### src/rtl/pipe_skid_stage_pkg.sv
// Shared definitions for the generic pipeline boundary stage.
// Holds the occupancy state encoding, the default NOP control value,
// and a helper that maps occupancy to the number of held entries.
package pipe_pkg;

  // Occupancy of the stage: nothing, main entry only, main plus skid entry.
  typedef enum logic [1:0] {
    ST_EMPTY = 2'd0,
    ST_ONE   = 2'd1,
    ST_FULL  = 2'd2
  } state_t;

  // Default control word for an invalid slot; mirrors Ctrl_NOP of the opcode table.
  localparam logic [3:0] CTRL_NOP = 4'hF;

  // Number of valid entries held for a given occupancy state.
  function automatic logic [1:0] held_entries(input state_t s);
    case (s)
      ST_ONE:  held_entries = 2'd1;
      ST_FULL: held_entries = 2'd2;
      default: held_entries = 2'd0;
    endcase
  endfunction

endpackage

### src/rtl/pipe_skid_stage_sat_counter.sv
// Saturating event counter: adds 0..2 per cycle, sticks at all-ones.
// Latency: count visible the cycle after the increment is presented.
// Backpressure: none; clear wins over a same-cycle increment.
module sat_counter #(
  parameter int W = 16
) (
  input  logic         clk_i,
  input  logic         rst_i,
  input  logic         clr_i,
  input  logic [1:0]   inc_i,
  output logic [W-1:0] cnt_o
);

  logic [W-1:0] cnt_q;
  logic [W-1:0] cnt_d;
  logic [W:0]   sum;

  // Next count: clear first, otherwise add with saturation on carry-out.
  always_comb begin
    sum   = {1'b0, cnt_q} + (W+1)'(inc_i);
    cnt_d = cnt_q;
    if (clr_i) begin
      cnt_d = '0;
    end else if (sum[W]) begin
      cnt_d = '1;
    end else begin
      cnt_d = sum[W-1:0];
    end
  end

  // Count register.
  always_ff @(posedge clk_i or posedge rst_i) begin
    if (rst_i) begin
      cnt_q <= '0;
    end else begin
      cnt_q <= cnt_d;
    end
  end

  assign cnt_o = cnt_q;

endmodule

### src/rtl/pipe_skid_stage.sv
// Generic pipeline boundary register with 2-entry skid buffer, flush and stats.
// Latency: 1 cycle from accept to out_valid_o; 1 entry/cycle sustained.
// Backpressure: in_ready_o is registered (!skid valid); out_ready_i never reaches it combinationally.
module pipe_skid_stage
  import pipe_pkg::*;
#(
  parameter int                DATA_W   = 32,
  parameter int                CTRL_W   = 4,
  parameter logic [CTRL_W-1:0] NOP_CTRL = CTRL_W'(CTRL_NOP),
  parameter int                CNT_W    = 16
) (
  input  logic              clk_i,
  input  logic              rst_i,
  input  logic              in_valid_i,
  input  logic [CTRL_W-1:0] in_ctrl_i,
  input  logic [DATA_W-1:0] in_data_i,
  output logic              in_ready_o,
  output logic              out_valid_o,
  output logic [CTRL_W-1:0] out_ctrl_o,
  output logic [DATA_W-1:0] out_data_o,
  input  logic              out_ready_i,
  input  logic              flush_i,
  input  logic              clr_cnt_i,
  output logic [CNT_W-1:0]  stall_cnt_o,
  output logic [CNT_W-1:0]  flush_cnt_o
);

  state_t            state_q;
  logic              in_ready_q;
  logic [CTRL_W-1:0] main_ctrl_q;
  logic [DATA_W-1:0] main_data_q;
  logic [CTRL_W-1:0] skid_ctrl_q;
  logic [DATA_W-1:0] skid_data_q;

  logic       accept;
  logic       consume;
  logic [1:0] stall_inc;
  logic [1:0] flush_inc;

  assign accept  = in_valid_i & in_ready_q;
  assign consume = out_valid_o & out_ready_i;

  // Occupancy FSM and entry registers; flush empties the stage and drops any incoming entry.
  always_ff @(posedge clk_i or posedge rst_i) begin
    if (rst_i) begin
      state_q     <= ST_EMPTY;
      in_ready_q  <= 1'b1;
      main_ctrl_q <= NOP_CTRL;
      main_data_q <= '0;
      skid_ctrl_q <= NOP_CTRL;
      skid_data_q <= '0;
    end else if (flush_i) begin
      state_q     <= ST_EMPTY;
      in_ready_q  <= 1'b1;
      main_ctrl_q <= NOP_CTRL;
      main_data_q <= '0;
      skid_ctrl_q <= NOP_CTRL;
      skid_data_q <= '0;
    end else begin
      case (state_q)
        ST_EMPTY: begin
          if (accept) begin
            state_q     <= ST_ONE;
            main_ctrl_q <= in_ctrl_i;
            main_data_q <= in_data_i;
          end
        end
        ST_ONE: begin
          if (accept && consume) begin
            main_ctrl_q <= in_ctrl_i;
            main_data_q <= in_data_i;
          end else if (accept) begin
            state_q     <= ST_FULL;
            in_ready_q  <= 1'b0;
            skid_ctrl_q <= in_ctrl_i;
            skid_data_q <= in_data_i;
          end else if (consume) begin
            state_q     <= ST_EMPTY;
            main_ctrl_q <= NOP_CTRL;
            main_data_q <= '0;
          end
        end
        ST_FULL: begin
          // Skid always drains into main, so ordering stays FIFO.
          if (consume) begin
            state_q     <= ST_ONE;
            in_ready_q  <= 1'b1;
            main_ctrl_q <= skid_ctrl_q;
            main_data_q <= skid_data_q;
            skid_ctrl_q <= NOP_CTRL;
            skid_data_q <= '0;
          end
        end
        default: begin
          state_q     <= ST_EMPTY;
          in_ready_q  <= 1'b1;
          main_ctrl_q <= NOP_CTRL;
          main_data_q <= '0;
          skid_ctrl_q <= NOP_CTRL;
          skid_data_q <= '0;
        end
      endcase
    end
  end

  assign in_ready_o  = in_ready_q;
  assign out_valid_o = (state_q != ST_EMPTY);
  assign out_ctrl_o  = main_ctrl_q;
  assign out_data_o  = main_data_q;

  // Stall: output presented but not taken; flushed entries count separately.
  // Flushed: held entries minus the one delivered in the same cycle.
  always_comb begin
    stall_inc = {1'b0, out_valid_o & ~out_ready_i & ~flush_i};
    flush_inc = 2'd0;
    if (flush_i) begin
      flush_inc = held_entries(state_q) - {1'b0, consume};
    end
  end

  sat_counter #(.W(CNT_W)) u_stall_cnt (
    .clk_i (clk_i),
    .rst_i (rst_i),
    .clr_i (clr_cnt_i),
    .inc_i (stall_inc),
    .cnt_o (stall_cnt_o)
  );

  sat_counter #(.W(CNT_W)) u_flush_cnt (
    .clk_i (clk_i),
    .rst_i (rst_i),
    .clr_i (clr_cnt_i),
    .inc_i (flush_inc),
    .cnt_o (flush_cnt_o)
  );

endmodule

### config.mk
export PLATFORM = sky130hd
export DESIGN_NAME = pipe_skid_stage
export DESIGN_NICKNAME = d
export VERILOG_FILES = /design/src/rtl/pipe_skid_stage_pkg.sv /design/src/rtl/pipe_skid_stage_sat_counter.sv /design/src/rtl/pipe_skid_stage.sv
export SDC_FILE = /design/constraint.sdc
export NUM_CORES = 1
export LEC_CHECK = 0
export ABC_AREA = 1
export ABC_CLOCK_PERIOD_IN_PS = 4500
export CORE_MARGIN = 2
export CORE_UTILIZATION = 48
export DETAILED_ROUTE_END_ITERATION = 8
export GPL_TIMING_DRIVEN = 0
export PLACE_DENSITY = 0.74
export SLEW_MARGIN = 30
export SYNTH_ARGS = -nofsm -noshare
export SYNTH_HDL_FRONTEND = slang
export SYNTH_HIERARCHICAL = 1
export SYNTH_SLANG_ARGS = --single-unit
### constraint.sdc
create_clock -name clk_i -period 4.5 [get_ports clk_i]
set_clock_uncertainty 0.05 [all_clocks]
set_input_delay 0.675 -clock clk_i [delete_from_list [all_inputs] [get_ports clk_i]]
set_output_delay 0.675 -clock clk_i [all_outputs]
set_load 0.05 [all_outputs]
==> metrics.yaml, run 1 <==
run_status:
  status: "finished, final reports clean"
synthesis:
  syn_inst: 794
  yosysTopAreaCell: "dfrtp_1"
  yosysSeqAreaShare: 0.442
  synthFlopType: "dfrtp_1"
  synth.avg_cell_area_um2: 7.67
  yosys-top-cells-count: "nand2_1 (310), nand3_1 (101), dfrtp_1 (98)"
  synth_seq_cells: 107
  yosysWarnings: 6
  async_reset_ff_frac: 1.00
  synth_edf_count: 0
  synth.area.top_cells: "dfrtp_1 (40%), nand2_1 (19%), nand3_1 (8.3%), nand4_1 (4.6%), dfstp_2 (3.9%)"
  yosysTopAreaCellShare: 0.403
  synth.distinct_cells: 35
  netlist_area_mm2: 0.00609
  yosysMostFrequentCell: "nand2_1"
timing:
  slew_headroom: 0.578
  slew_violations: 0
  finalSetupTns_ns: 0
  grt_setup_unrepaired: "no"
  tightestPinTransition_ns: 0.632
  holdWs_ns: 0.414
  hold_viol: 0
  post-route-min-period_ns: 3.49
  timing.fmax_mhz: 286
  final.period_utilization: 0.776
  setup_viol: 0
drt:
  dr.first_iter.drc_count: 466
  vias: 5650
  via_per_inst: 5.16
  dr.pass1.iters: 8
  ant_nets: 0
  drc: 0
  post_drt_wl_per_cell_um: 13.9
  wl_um: 15300
cells_and_area:
  drive_gt1_frac: 0.106
  fin_nets: 967
  areaGrowthSynthToFinish_pct: 26.7
  fin_util: 0.616
  diodes: 0
  nFillCells: 1197
floorplanning:
  start_util: 0.486
  die-area_mm2: 0.0136
  die_w_um: 117
  core_area_mm2: 0.0125
  fp.dieH_um: 117
  rows: 41
  io_pins: 112
min_path:
  worstHoldPathType: "register to register"
clocking:
  ctsHtreeMaxLevel: 3
  post_cts_buffers: 0
  cts_sinks: 107
  clk_transition_reported_paths_ns: 0.07
  cts_hold_buffers: 0
  cts_buffer_depth: 2
  cts_tree: "done"
  clock_latency_ns: 0.36
  cts_root_buffer: "clkbuf_16"
  cts_resized: 0
  cts_made_buffers: 9
global_route:
  antenna_found_initial: 0
  grt_max_degree: 39
  overflow: 0
  grt_pass1_wl_um: 25300
  first_global_vias: 5307
  grtUsageTotal: 0.237
worst_setup_path:
  endpoint_kind: "register"
  critical_path.max_fanout: 10
  start_kind: "input pin"
  cp_data_required_time_ns: 4.75
  crit_type: "input pin to register"
  arrival_ns: 3.75
placement:
  finalWeightedCongestion: 0.859
  post-dp-hpwl_um: 10800
  io_buffers: 110
power_and_ir_drop:
  leakage_nw: 3.94
  max-vdd-ir-drop_v: 0.000223
  powerDensity_mw_per_mm2: 507
  report.power.total_w: 0.00391
job:
  max_cap_violations: 0
==> worst paths after layout <==
check,end,slack [ns],depth (start not counted),start
worst max-delay path,u_flush_cnt/cnt_o[15],1.01,16,out_ready_i
worst min-delay path,skid_ctrl_q[1],0.41,2,skid_ctrl_q[1]
worst max register to register,u_flush_cnt/cnt_o[15],1.38,15,state_q[1]
worst min register to register,skid_ctrl_q[1],0.41,2,skid_ctrl_q[1]
max in group asynchronous,in_ready_o,3.07,3,rst_i
min in group asynchronous,skid_data_q[15],0.72,2,rst_i
==> placed cells by master, fill, tap and decap left out, drive strengths merged, types with 9 or more instances in the layout <==
cell           netlist  final
nand2              326    326
clkdlybuf4s50        0    110
nand3              105    105
dfrtp               98     98
inv                 61     61
nor2                49     49
nand4               47     47
buf                 27     28
a21oi               24     24
clkbuf              10     24
o21ai               10     10
dfstp                9      9
==> flip-flops by register name, summed over array words and instances, names as in the netlist <==
register / count
state_q: 2
out_ctrl_o: 4
skid_data_q: 32
u_flush_cnt/cnt_o: 16
u_stall_cnt/cnt_o: 16
out_data_o: 32
skid_ctrl_q: 4
in_ready_o: 1
==> power by group <==
part	switching (W)	internal, W	leakage, nW	total (W)
clock network	0.000354	0.000420	0.143	0.000774
logic	0.00128	0.000578	2.36	0.00185
registers	0.000110	0.00118	1.43	0.00129
total	0.00174	0.00217	3.94	0.00391
==> through the flow <==
stage                     cells  instance area [um2]  setup slack [ns]
after floorplan             795                 6090              1.60
after global routing       1094                 7710             0.686
after detailed placement   1078                 7430             0.632
after CTS                  1094                 7710              1.00
final                      1094                 7710              1.01
after global placement     1077                 7410             0.461
==> kinds of logic (layout without fill, tap and decap cells) <==
logic type / Yosys count / after routing / share of synthesized area
xor+xnor: 10 / 10 / 0.0144
fa+ha+maj: 8 / 8 / 0.0189
compound gates: 37 / 37 / 0.0312
buf+inv: 98 / 225 / 0.0699
simple gates: 533 / 533 / 0.423
flops: 107 / 107 / 0.442
other cells: 1 / 2 / 0.000616
==> per-layer routing <==
layer	part of all wire	vias up	wire length, um	global-route usage
met1	0.43	2643	6590	0.303
li1	-	2807	-	-
met4	0.015	0	227	0.0635
met2	0.48	181	7260	0.390
met5	0	-	0	0
met3	0.077	19	1180	0.0778
==> worst max-delay path, cell delays in order <==
cell	delay, ns
clkdlybuf4s50_1	0.52
inv_1	0.09
nor2_2	0.32
buf_2	0.30
ha_1	0.21
o21ai_0	0.09
a21oi_1	0.18
inv_1	0.10
fa_1	0.46
inv_1	0.11
nand3_4	0.12
nor2_8	0.18
nand4_4	0.15
nand3_1	0.12
nand2_1	0.06
inv_1	0.05
==> layout make-up <==
type                            count  area, um2  share of cell area
Inverter                           61        231              0.0300
Timing Repair Buffer              111       1120               0.145
Clock buffer                       14        274              0.0355
Sequential cell                   107       2690               0.349
Buffer                             37        196              0.0255
Multi-Input combinational cell    590       2980               0.386
Clock inverter                      2       10.0             0.00130
Tap cell                          172        215              0.0279
Power figures use the tool's default switching activity.
==> inputs of run 2 (changes only) <==
Settings changed: ABC_CLOCK_PERIOD_IN_PS 4500 to 3500.
Clock period 4.5 ns to 3.5 ns, I/O delays scaled along.
==> metrics.yaml, run 2 (synthesis gave the netlist of run 1 again) <==
placement:
  post-dp-hpwl_um: 10800  # unchanged
  io_buffers: 110  # unchanged
  finalWeightedCongestion: 0.859  # unchanged
  dpl_cell_area_mm2: 0.00743  # unchanged
worst_setup_path:
  critical_path.max_fanout: 10  # unchanged
  path_depth: 16  # unchanged
  arrival_ns: 3.45  # was 3.75 ns
  worstReg2RegStart: "state_q[1]"  # unchanged
  r2r_setup_slack_ns: 0.50  # was 1.38 ns
  endpoint_kind: "register"  # unchanged
  path_cells: "clkdlybuf4s50_1 > inv_1 > nor2_4 > clkbuf_4 > ha_1 > o21ai_0 > a21oi_1 > inv_1 > fa_1 > inv_1 > nand3_4 > nor2_8 > nand4_4 > nand3_1 > nand2_1 > inv_1"  # was clkdlybuf4s50_1 > inv_1 > nor2_2 > buf_2 > ha_1 > o21ai_0 > a21oi_1 > inv_1 > fa_1 > inv_1 > nand3_4 > nor2_8 > nand4_4 > nand3_1 > nand2_1 > inv_1
  start_kind: "input pin"  # unchanged
  critPathBufInv: 6  # unchanged
  slowest_stage: "clkdlybuf4s50_1"  # unchanged
  cp_top_family: "buffers and inverters"  # unchanged
  slowest_delay_ns: 0.53  # was 0.52 ns
  crit_path_frequent_cell: "inv_1"  # unchanged
  cp_data_required_time_ns: 3.75  # was 4.75 ns
  reg2reg_depth: 15  # unchanged
  crit_type: "input pin to register"  # unchanged
  startpoint: "out_ready_i"  # unchanged
drt:
  vias: 5665  # was 5650
  drc: 0  # unchanged
  post_drt_wl_per_cell_um: 13.9  # about the same
  dr.first_iter.drc_count: 491  # was 466
  dr.pass1.iters: 7  # was 8
  ant_nets: 0  # unchanged
  wl_um: 15300  # about the same
  via_per_inst: 5.18  # was 5.16
timing:
  timing.fmax_mhz: 313
  post-route-min-period_ns: 3.20
  hold_viol: 0  # unchanged
  tightestPinTransition_ns: 0.632  # about the same
  final.period_utilization: 0.913
  slew_violations: 0  # unchanged
  setup_viol: 0  # unchanged
  slew_headroom: 0.578  # about the same
global_route:
  antenna_found_initial: 0  # unchanged
  grtUsageTotal: 0.237  # unchanged
  overflow: 0  # unchanged
  grt_pass1_wl_um: 25300  # unchanged
  first_global_vias: 5307  # unchanged
  grt_max_degree: 39  # unchanged
clocking:
  clock_latency_ns: 0.36  # about the same
  cts_sinks: 107  # unchanged
  cts_root_buffer: "clkbuf_16"  # unchanged
  cts_hold_buffers: 0  # unchanged
  cts_made_buffers: 9  # unchanged
  ctsHtreeMaxLevel: 3  # unchanged
  cts_tree: "done"  # unchanged
  cts_buffer_depth: 2  # unchanged
  clk_transition_reported_paths_ns: 0.07  # about the same
floorplanning:
  core_area_mm2: 0.0125  # unchanged
  die-area_mm2: 0.0136  # unchanged
  rows: 41  # unchanged
  io_pins: 112  # unchanged
  start_util: 0.486  # unchanged
  fp.dieH_um: 117  # unchanged
  die_w_um: 117  # unchanged
min_path:
  holdPathStages: 2  # unchanged
  worstHoldStart: "skid_ctrl_q[1]"  # unchanged
  worstHoldPathType: "register to register"  # unchanged
power_and_ir_drop:
  max-vdd-ir-drop_v: 0.000285  # was 0.000223 V
  seqPwrFrac: 0.328  # was 0.329
  switchingPower_w: 0.00224  # was 0.00174 W
  report.power.total_w: 0.00504  # was 0.00391 W
  power_frac_clock: 0.197  # was 0.198
  leakage_nw: 3.94  # about the same
  p_int_w: 0.00280  # was 0.00217 W
  combPwrFrac: 0.474  # about the same
  powerDensity_mw_per_mm2: 652  # was 507 mW/mm2
  netSwitchingFraction: 0.445  # about the same
cells_and_area:
  areaGrowthSynthToFinish_pct: 26.8  # was 26.7%
  drive_gt1_frac: 0.106  # unchanged
  fin_nets: 967  # unchanged
  design_area_mm2: 0.00772  # was 0.00771 mm2
  layout_commonest_cell: "nand2_1"  # unchanged
  final_cell_mix: "nand2_1 (310), clkdlybuf4s50_1 (110), nand3_1 (101)"  # unchanged
  diodes: 0  # unchanged
run_status:
  status: "finished, final reports clean"  # unchanged
job:
  max_cap_violations: 0  # unchanged
## run 2: routing by layer
metal	up-vias	wire, um	part of all wire	global-route usage
li1	2810	-	-	-
met1	2656	6610	0.43	0.303
met2	180	7250	0.47	0.390
met3	19	1180	0.077	0.0778
met4	0	223	0.015	0.0635
met5	-	0	0	0
## run 2: final cells by class
type / instances / area, um2
tap: 172 / 215
sequential: 107 / 2690
clock inverter: 2 / 10.0
inverter: 61 / 231
buffer: 37 / 199
fill: 1197 / 4800
clock buffer: 14 / 274
timing repair buffer: 111 / 1120
multi-input combinational: 590 / 2980
## run 2: power by group through the flow
stage          clock [W]  sequential [W]  combinational [W]
2_1_floorplan          0         0.00225            0.00105
3_3_place_gp           0         0.00167            0.00236
3_5_place_dp           0         0.00168            0.00238
4_1_cts          0.00102         0.00165            0.00239
5_1_grt          0.00106         0.00169            0.00261
6_report        0.000993         0.00165            0.00239
## run 2: what timing repair did
item / in CTS / in global routing
setup buffers: 0 / 0
resized for setup: 0 / 2
endpoints found under the setup margin: 0 / 16
## run 2: worst paths after layout
path | end
hold / removal | skid_ctrl_q[1]
setup reg to reg | u_flush_cnt/cnt_o[15]
hold reg to reg | skid_ctrl_q[1]
max in group asynchronous | in_ready_o
min in group asynchronous | skid_data_q[15]
setup / recovery | u_flush_cnt/cnt_o[15]
## run 2: metrics by stage
stage	util	setup TNS, ns	std cells	setup WS [ns]	hold slack [ns]
detailed placement	0.594	-2.90	1078	-0.218	0.403
finish	0.617	0	1094	0.305	0.413
global route	0.617	-0.000209	1094	-0.000209	0.434
floorplan	-	0	795	0.746	0.389
CTS	0.616	0	1094	0.154	0.414
global placement	0.592	-27.41	1077	-0.389	0.403
## run 2: worst min-delay path, delay by kind of cell, from the launching register on
family        cells  cell delay [ns]
simple gates      2             0.09
flops             1             0.37
==> inputs of run 3 (changes only) <==
Settings changed: CAP_MARGIN set to 10.
==> results of run 3 <==
Same layout as run 2: the final DEF is identical, and so are final timing and power.
